===== src/rtl/fib_pkg.sv =====
// fib_pkg: shared definitions for the Fibonacci datapath.
//   - fib_state_t : sequencer state encoding (IDLE/RUN/DONE)
//   - ALU_SEL_*   : ALU select codes (sel[3]=0 selects the arith unit)
//   - PSW_*       : bit positions inside the ALU flag word {z,n,c,v}
package fib_pkg;

    typedef enum logic [1:0] {
        IDLE = 2'd0,
        RUN  = 2'd1,
        DONE = 2'd2
    } fib_state_t;

    localparam logic [3:0] ALU_SEL_ADD = 4'b0000;

    localparam int PSW_Z = 3;
    localparam int PSW_N = 2;
    localparam int PSW_C = 1;
    localparam int PSW_V = 0;

    // One-hot mask selecting the carry bit of the flag word.
    localparam logic [3:0] PSW_C_MASK = 4'(1 << PSW_C);

endpackage


===== src/rtl/fib_seq_ctrl.sv =====
// fib_seq_ctrl: initiator-side sequencer for the shared combinational ALU.
// Computes the unsigned Fibonacci number F(n) with one ALU add per clock and
// aborts early, flagging overflow, when the ALU reports a carry.
//
// Ports:
//   clk      in   system clock, rising edge
//   rst      in   asynchronous active-high reset
//   start    in   request to compute F(n); sampled only in IDLE
//   n        in   Fibonacci index, captured on the accepted start
//   alu_out  in   ALU result
//   alu_psw  in   ALU flags {z,n,c,v}; only carry is used
//   opa      out  ALU operand A (register a)
//   opb      out  ALU operand B (register b)
//   sel      out  ALU select, constant SEL_ADD
//   busy     out  high while iterating (RUN)
//   done     out  one-cycle completion pulse (DONE)
//   result   out  F(n), or the truncated sum on overflow; held until next finish
//   ovf      out  overflow flag for the last result
module fib_seq_ctrl
    import fib_pkg::*;
#(
    parameter int         bw      = 8,
    parameter logic [3:0] SEL_ADD = ALU_SEL_ADD
) (
    input  logic          clk,
    input  logic          rst,
    input  logic          start,
    input  logic [bw-1:0] n,
    input  logic [bw-1:0] alu_out,
    input  logic [3:0]    alu_psw,
    output logic [bw-1:0] opa,
    output logic [bw-1:0] opb,
    output logic [3:0]    sel,
    output logic          busy,
    output logic          done,
    output logic [bw-1:0] result,
    output logic          ovf
);

    localparam logic [bw-1:0] ONE = bw'(1);

    fib_state_t    state, state_nxt;
    logic [bw-1:0] a, b, cnt;
    logic          carry;

    // Mask the whole flag word rather than pick one bit: z, n and v are
    // deliberately ignored, only carry marks overflow.
    assign carry = (alu_psw & PSW_C_MASK) != 4'b0000;

    assign opa = a;
    assign opb = b;
    assign sel = SEL_ADD;

    always_comb begin
        state_nxt = state;
        busy      = 1'b0;
        done      = 1'b0;
        case (state)
            IDLE: begin
                if (start) begin
                    state_nxt = (n == '0) ? DONE : RUN;
                end
            end
            RUN: begin
                busy = 1'b1;
                if (cnt == ONE || carry) begin
                    state_nxt = DONE;
                end
            end
            DONE: begin
                done      = 1'b1;
                state_nxt = IDLE;
            end
            default: state_nxt = IDLE;
        endcase
    end

    always_ff @(posedge clk or posedge rst) begin
        if (rst) begin
            state  <= IDLE;
            a      <= '0;
            b      <= '0;
            cnt    <= '0;
            result <= '0;
            ovf    <= 1'b0;
        end else begin
            state <= state_nxt;
            case (state)
                IDLE: begin
                    if (start) begin
                        ovf <= 1'b0;
                        if (n == '0) begin
                            result <= '0;
                        end else begin
                            a   <= '0;
                            b   <= ONE;
                            cnt <= n;
                        end
                    end
                end
                RUN: begin
                    if (cnt == ONE) begin
                        result <= b;
                    end else begin
                        a   <= b;
                        b   <= alu_out;
                        cnt <= cnt - ONE;
                        // Carry out of this add: the true F(n) no longer fits,
                        // so report the truncated sum and stop here.
                        if (carry) begin
                            result <= alu_out;
                            ovf    <= 1'b1;
                        end
                    end
                end
                default: ;
            endcase
        end
    end

endmodule


===== config.mk =====
export PLATFORM = sky130hd
export DESIGN_NAME = fib_seq_ctrl
export DESIGN_NICKNAME = d
export VERILOG_FILES = /design/src/rtl/fib_pkg.sv /design/src/rtl/fib_seq_ctrl.sv
export SDC_FILE = /design/constraint.sdc
export NUM_CORES = 1
export LEC_CHECK = 0
export ABC_AREA = 0
export CAP_MARGIN = 10
export CORE_ASPECT_RATIO = 0.8
export CORE_MARGIN = 5
export CORE_UTILIZATION = 50
export DETAILED_ROUTE_END_ITERATION = 8
export GPL_TIMING_DRIVEN = 0
export HOLD_SLACK_MARGIN = 0.05
export MAX_ROUTING_LAYER = met4
export PLACE_DENSITY = 0.94
export SLEW_MARGIN = 20
export SYNTH_ARGS = -nofsm -noshare
export SYNTH_HDL_FRONTEND = slang
export SYNTH_SLANG_ARGS = --single-unit

===== constraint.sdc =====
create_clock -name clk -period 5.6 [get_ports clk]
set_input_delay 1.12 -clock clk [delete_from_list [all_inputs] [get_ports clk]]
set_output_delay 1.12 -clock clk [all_outputs]
set_load 0.005 [all_outputs]

# Word level (Yosys, flattened, before mapping)
# Index checks and enable logic that the tools add are counted.
# word_totals
register_bits	35
elab_cells	52
# op_classes
addsub	1
eq_ne	10
n_mux	27
n_reduce_logical	8
# op_table
cell	n
2-to-1 mux 8 bit	13
case mux 8 bit (2 select lines)	4
inequality test 2 bit (second input constant)	6
AND reduction 4 bit	3
equality test 8 x 1 -> 1 bit (second input constant)	1
zero test 8 bit	1
subtractor 8 x 1 -> 8 bit (second input constant)	1
2-to-1 mux 2 bit	3
2-to-1 mux 1 bit	5
case mux 2 bit (2 select lines)	1
inequality test 3 bit (second input constant)	1
equality test 2 x 1 -> 1 bit (second input constant)	1
equality test 2 bit (second input constant)	1
zero test 2 bit	1
case mux 1 bit (2 select lines)	1
AND reduction 2 bit	1
nonzero test 2 bit	1
logical OR 1 bit	1

# Depth between registers and ports, before layout
# Gate-level depths: netlist of the first run.
# depth
word_depth	4
mapped_depth	7
mapped_depth_nobuf	6

# Worst setup path after synthesis of the first run
# Ideal clock, no wire load.
# synth_path
path_kind	input to register
start	input port n[0]
end	register cnt[0]
setup_time_ps	87
n_path_buf	2
arrival_ps	2422
path_stages	6
slack_ps	3091
cell_sequence	nor4_1 > a21oi_2 > or2_1 > buf_6 > buf_8 > a211oi_2
# synth_between
elab_chain_cells	3
elab_cells_between_ends	6
# synth_lines
element	line	source
start: declaration	fib_seq_ctrl.sv:28	input logic [bw-1:0] n,
zero test 8 bit or 2-to-1 mux 8 bit (tied branches)	fib_seq_ctrl.sv:92	if (n == '0) begin
inequality test 2 bit (no source line) or 2-to-1 mux 8 bit (tied branches)	-	
AND reduction 4 bit (no source line) or case mux 8 bit (2 select lines) (tied branches)	-	
end signal: assignment	fib_seq_ctrl.sv:97	cnt <= n;
end signal: assignment	fib_seq_ctrl.sv:107	cnt <= cnt - ONE;
end: declaration	fib_seq_ctrl.sv:43	logic [bw-1:0] a, b, cnt;
# Parallel ways exist; a longest one is shown, timed or not. The select of a mux whose other input is x is not followed.
# A chain may end at the register's enable or synchronous reset.

# Final worst setup path of the first run
# layout_path
start	register state[1]
end	output port busy
# layout_between
elab_chain_cells	2
# layout_lines
element	line	source
start: declaration	fib_seq_ctrl.sv:42	fib_state_t state, state_nxt;
start signal: assignment	fib_seq_ctrl.sv:87	state <= state_nxt;
equality test 2 x 1 -> 1 bit	fib_seq_ctrl.sv:58	case (state)
2-to-1 mux 1 bit	fib_seq_ctrl.sv:58	
end: declaration	fib_seq_ctrl.sv:34	output logic busy,
# Every way passes these cells.

==> reports/qor.yml, run 1 <==
r2r_end: "opa[2]"
finalSetupTns_ns: 0
synth_top_area_share_pct: 47.7
die_area_um2: 4990
cts_buffer_depth: 2
ys_warn_count: 0
worst_hold_path_type: "reg2reg"
crit_end: "busy"
fin_worst_skew_ns: 0.00327
clk_latency_ns: 0.28
synth_area_leaders: "dfrtp_1 48%, mux2i_1 14%, a22o_1 4.8%, nand2_1 3.7%, inv_1 2.7%"
yosysSeqAreaShare_pct: 47.7
grt_overflow: 0
synth-main-ff-cell: "dfrtp_1"
drt-initial-drc-count: 157
grt_antenna_before_repair: 0
end_kind: "output pin"
synthCells: 171
cts_buffers: 5
r2r_setup_slack_ns: 3.63
core_area_um2: 3490
synth_cell_types: 41
multi_input_area_um2: 831
startpoint_type: "flip-flop"
wl_mm: 4.50
initial_core_util_pct: 52.6
cts_hold_buf: 0
area_delta_synth_final_pct: 34.0
clk_pin_slew_ns: 0.06
final_cell_mix: "46 x clkdlybuf4s50_1, 35 x dfrtp_1, 25 x mux2i_1, 18 x nand2_1, 12 x inv_1"
die_h_um: 64.2
drc: 0
rows: 19
htree_levels: 2
crit_arrival_ns: 1.98
post-route-util_pct: 70.4
ir_drop_mv: 0.318
cp.required_ns: 4.48
cts_resized: 0
cts_root_buffer: "clkbuf_8"
final-hold-violation-count: 0
finalCritPeriodShare_pct: 55.4
synth_edf_count: 0
grt_pass1_vias: 1429
syn_avg_cell_area_um2: 10.7
vias_per_cell: 5.52
drive_gt1_share_pct: 10.1
final_nets: 252
fp.dieW_um: 77.8
path_max_fanout: 10
post_cts_buffers: 0
max-cap-violations: 0
firstDrtPassIters: 4
startpoint: "state[1]"
register_area_um2: 876
final_antenna_net_count: 0
worstMarginPinSlew_ns: 0.705
grt_first_pass_wirelength_mm: 7.22
final_common_cell: "clkdlybuf4s50_1"
port_buffers: 46
timing.fmax_mhz: 322
ff2ff_path_depth: 6
slew_headroom_pct: 53.0
cts_tree: "built"
ios: 54
antenna_cells: 0
vias: 1490
status: "finished, final reports clean"
period_minus_slack_ns: 3.10
synth_largest_area_cell: "dfrtp_1"
grt_setup_unrepaired: "no"
gp_congestion: 0.902
slew_violations: 0
cts.sinks: 35
power.density_nw_per_um2: 546
r2r-start: "state[0]"
grt_max_degree: 36
synth.cell_area_um2: 1840
grtUsageTotal_pct: 18.7
nFillCells: 261
setup.worst_path.class: "reg2out"
ys_ff_latch: 35
async_reset_ff_share_pct: 100
wl_per_cell_um: 16.6
leakage_nw: 1.12
dp_hpwl_mm: 3.32
setup_viol_count_final: 0
[worst min-delay path by stage]
stage	cells after the start	start	end
2_1_floorplan	1	state[1]	state[1]
3_3_place_gp	1	state[1]	state[1]
3_5_place_dp	1	state[1]	state[1]
4_1_cts	1	state[1]	state[1]
5_1_grt	1	state[1]	state[1]
6_report	1	state[1]	state[1]
[power breakdown]
group / internal, mW / total [mW] / switching [mW]
logic: 0.364 / 0.674 / 0.310
registers: 0.370 / 0.473 / 0.103
clock network: 0.112 / 0.198 / 0.0855
[sequential cells by signal, summed over array words and instances, names as in the netlist]
name / cells
result: 8
opa: 8
ovf: 1
state: 2
cnt: 8
opb: 8
[cell usage after synthesis, types with 2 or more instances]
library cell  count
buf_6             2
a21oi_1           7
inv_1            13
nand3b_1          2
mux2i_1          25
nand2_1          18
ha_1              2
o2bb2ai_1         4
dfrtp_1          35
nor2_1            4
buf_2             2
buf_4             4
o22ai_1           4
nor4_1            5
a22o_1           10
nor3_1            4
clkbuf_1          3
o21ai_0           4
[per-stage QoR]
step	total power, mW	std cells	hold WS, ns	setup WS, ns	cell area, um2
after global placement	1.12	262	0.461	2.36	2360
after CTS	1.35	270	0.491	2.49	2460
after detailed placement	1.15	262	0.479	2.36	2360
after global routing	1.43	270	0.508	2.42	2460
after floorplan	0.855	174	0.433	3.09	1850
final	1.34	270	0.495	2.50	2460
[per-layer routing]
metal | wire length [um] | vias up | track usage (%)
met2 | 2040 | 63 | 27.5
met5 | 0 | - | -
met3 | 248 | 7 | 3.79
met4 | 86 | 0 | 6.44
met1 | 2120 | 705 | 25.8
li1 | - | 715 | -
[worst max-delay path, stage by stage, from the launching register on]
cell and delay (ns):
dfrtp_1 0.41, nand2b_1 0.24, inv_1 0.11, clkbuf_1 0.35
clkdlybuf4s50_1 0.59
[kinds of logic (layout without fill, tap and decap cells)]
kind of cell	count (synthesis)	count (layout)	share of synthesized area, %
buf+inv	26	80	7.70
compound gates	38	38	16.4
simple gates	44	44	13.0
mux	25	25	13.6
other cells	1	4	0.204
fa+ha+maj	2	2	1.36
flops	35	35	47.7
[layout make-up]
class / count / area share [%]
Multi-Input combinational cell: 113 / 33.8
Tap cell: 42 / 2.14
Sequential cell: 35 / 35.6
Timing Repair Buffer: 46 / 18.7
Inverter: 13 / 1.98
Clock buffer: 8 / 4.07
Buffer: 13 / 3.76
Note: power is estimated with default switching activity, not from simulation.
==> run 2, diff against run 1 <==
Settings changed: CORE_UTILIZATION 50 to 42, PLACE_DENSITY 0.94 to 0.85.
Clock period 5.6 ns to 2.8 ns, I/O delays scaled along.
==> run 2 against run 1 <==
Critical path depth unchanged. Final area fell by 0.36%. Clock power increased by 64%. Register-to-register slack worse by 2.8 ns. Count of clock-buffer cells in the layout fell by 2. Utilization is 12 points lower. Non-clock buffer count did not move. Sequential power up 99%. Power up 95%. Worst hold slack got worse by 0.019 ns. Wire length shrank 2.2%. Critical path type unchanged.
==> reports/qor.yml, run 2 (synthesis gave the netlist of run 1 again) <==
die_h_um: 69.2
wl_mm: 4.40
setup.worst_path.class: "reg2out"
timing.fmax_mhz: 394
grt_max_degree: 36
cts_buffer_depth: 2
cts_tree: "built"
area_delta_synth_final_pct: 33.5
fp.dieW_um: 83.9
antenna_cells: 0
ios: 54
status: "finished, final reports clean"
vias_per_cell: 5.20
grt_overflow: 0
grt_pass1_vias: 1461
vias: 1471
port_buffers: 46
initial_core_util_pct: 43.7
cts_root_buffer: "clkbuf_8"
power.total_mw: 2.62
period_minus_slack_ns: 2.54
path_max_fanout: 10
gp_congestion: 0.934
final_cell_mix: "46 x clkdlybuf4s50_1, 35 x dfrtp_1, 25 x mux2i_1, 18 x nand2_1, 12 x inv_1"
clk_latency_ns: 0.28
slowest_stage: "clkdlybuf4s50_1"
cts.sinks: 35
worstMarginPinSlew_ns: 0.728
final_nets: 252
cp.required_ns: 2.24
slew_violations: 0
dp_hpwl_mm: 3.27
setup_viol_count_final: 0
design_area_um2: 2450
register_area_um2: 876
finalCritPeriodShare_pct: 90.6
rows: 21
startpoint_type: "flip-flop"
worst_hold_path_type: "reg2reg"
end_kind: "output pin"
drt-initial-drc-count: 125
grtUsageTotal_pct: 15.9
grt_setup_unrepaired: "no"
nFillCells: 378
grt_first_pass_wirelength_mm: 7.31
cts_resized: 0
die_area_um2: 5800
final-hold-violation-count: 0
final_common_cell: "clkdlybuf4s50_1"
leakage_nw: 1.11
fin_worst_skew_ns: 0.00513
clk_pin_slew_ns: 0.06
holdWs_ns: 0.476
slew_headroom_pct: 51.4
wl_per_cell_um: 15.5
crit_arrival_ns: 1.98
firstDrtPassIters: 4
cpPeakStageDelay_ns: 0.60
post-place-ws_ns: 0.122
max-cap-violations: 0
worst_slack_ns: 0.262
ir_drop_mv: 0.542
crit_chain: "nand2b_1 -> inv_1 -> clkbuf_1 -> clkdlybuf4s50_1"
power.density_nw_per_um2: 1070
cts_buffers: 5
finalSetupTns_ns: 0
drc: 0
post_cts_buffers: 0
place_area_um2: 2380
final_antenna_net_count: 0
htree_levels: 2
multi_input_area_um2: 831
grt_antenna_before_repair: 0
cts_hold_buf: 0
core_area_um2: 4200
drive_gt1_share_pct: 9.29
run 2: changes by cell type in the layout (fill, tap and decap cells not counted), sizes merged:
cell / before / now
clkbuf: 11 / 9
run 2: routing by layer:
layer	part of all wire (%)	GRT usage, %	up-vias
li1	-	-	717
met1	48	22.6	684
met2	44	22.5	60
met3	6.4	3.33	10
met4	1.7	5.18	0
met5	0	-	-
run 2: final cells by class:
class,instances,share of cell area [%]
buffer,13,3.78
clock buffer,6,2.96
inverter,13,1.99
multi-input combinational,113,33.9
sequential,35,35.7
tap,57,2.91
timing repair buffer,46,18.8
run 2: worst paths after layout:
| kind | startpoint | slack, ns | cells past startpoint | endpoint |
|---|---|---|---|---|
| worst max register to register | state[1] | 0.83 | 6 | opa[2] |
| max in group asynchronous | rst | 1.60 | 2 | cnt[5] |
| worst min register to register | state[1] | 0.48 | 1 | state[1] |
| worst min-delay path | state[1] | 0.48 | 1 | state[1] |
| worst max-delay path | state[1] | 0.26 | 4 | busy |
| min in group asynchronous | rst | 0.73 | 2 | opa[3] |
run 2: through the flow:
stage          utilization, %  std cells
3_5_place_dp             56.6        277
4_1_cts                  58.3        283
6_report                 58.3        283
2_1_floorplan               -        174
5_1_grt                  58.3        283
3_3_place_gp             56.6        277
run 2: power by group:
group	internal [mW]	switching (mW)	total, mW
Combinational	0.730	0.623	1.35
Clock	0.166	0.159	0.325
Sequential	0.741	0.203	0.943
Total	1.64	0.984	2.62
run 2: critical path: cells and delay by family (launching register included):
| kind | cells | cell delay, ns |
|---|---|---|
| buf+inv | 3 | 1.08 |
| flops | 1 | 0.40 |
| simple gates | 1 | 0.23 |
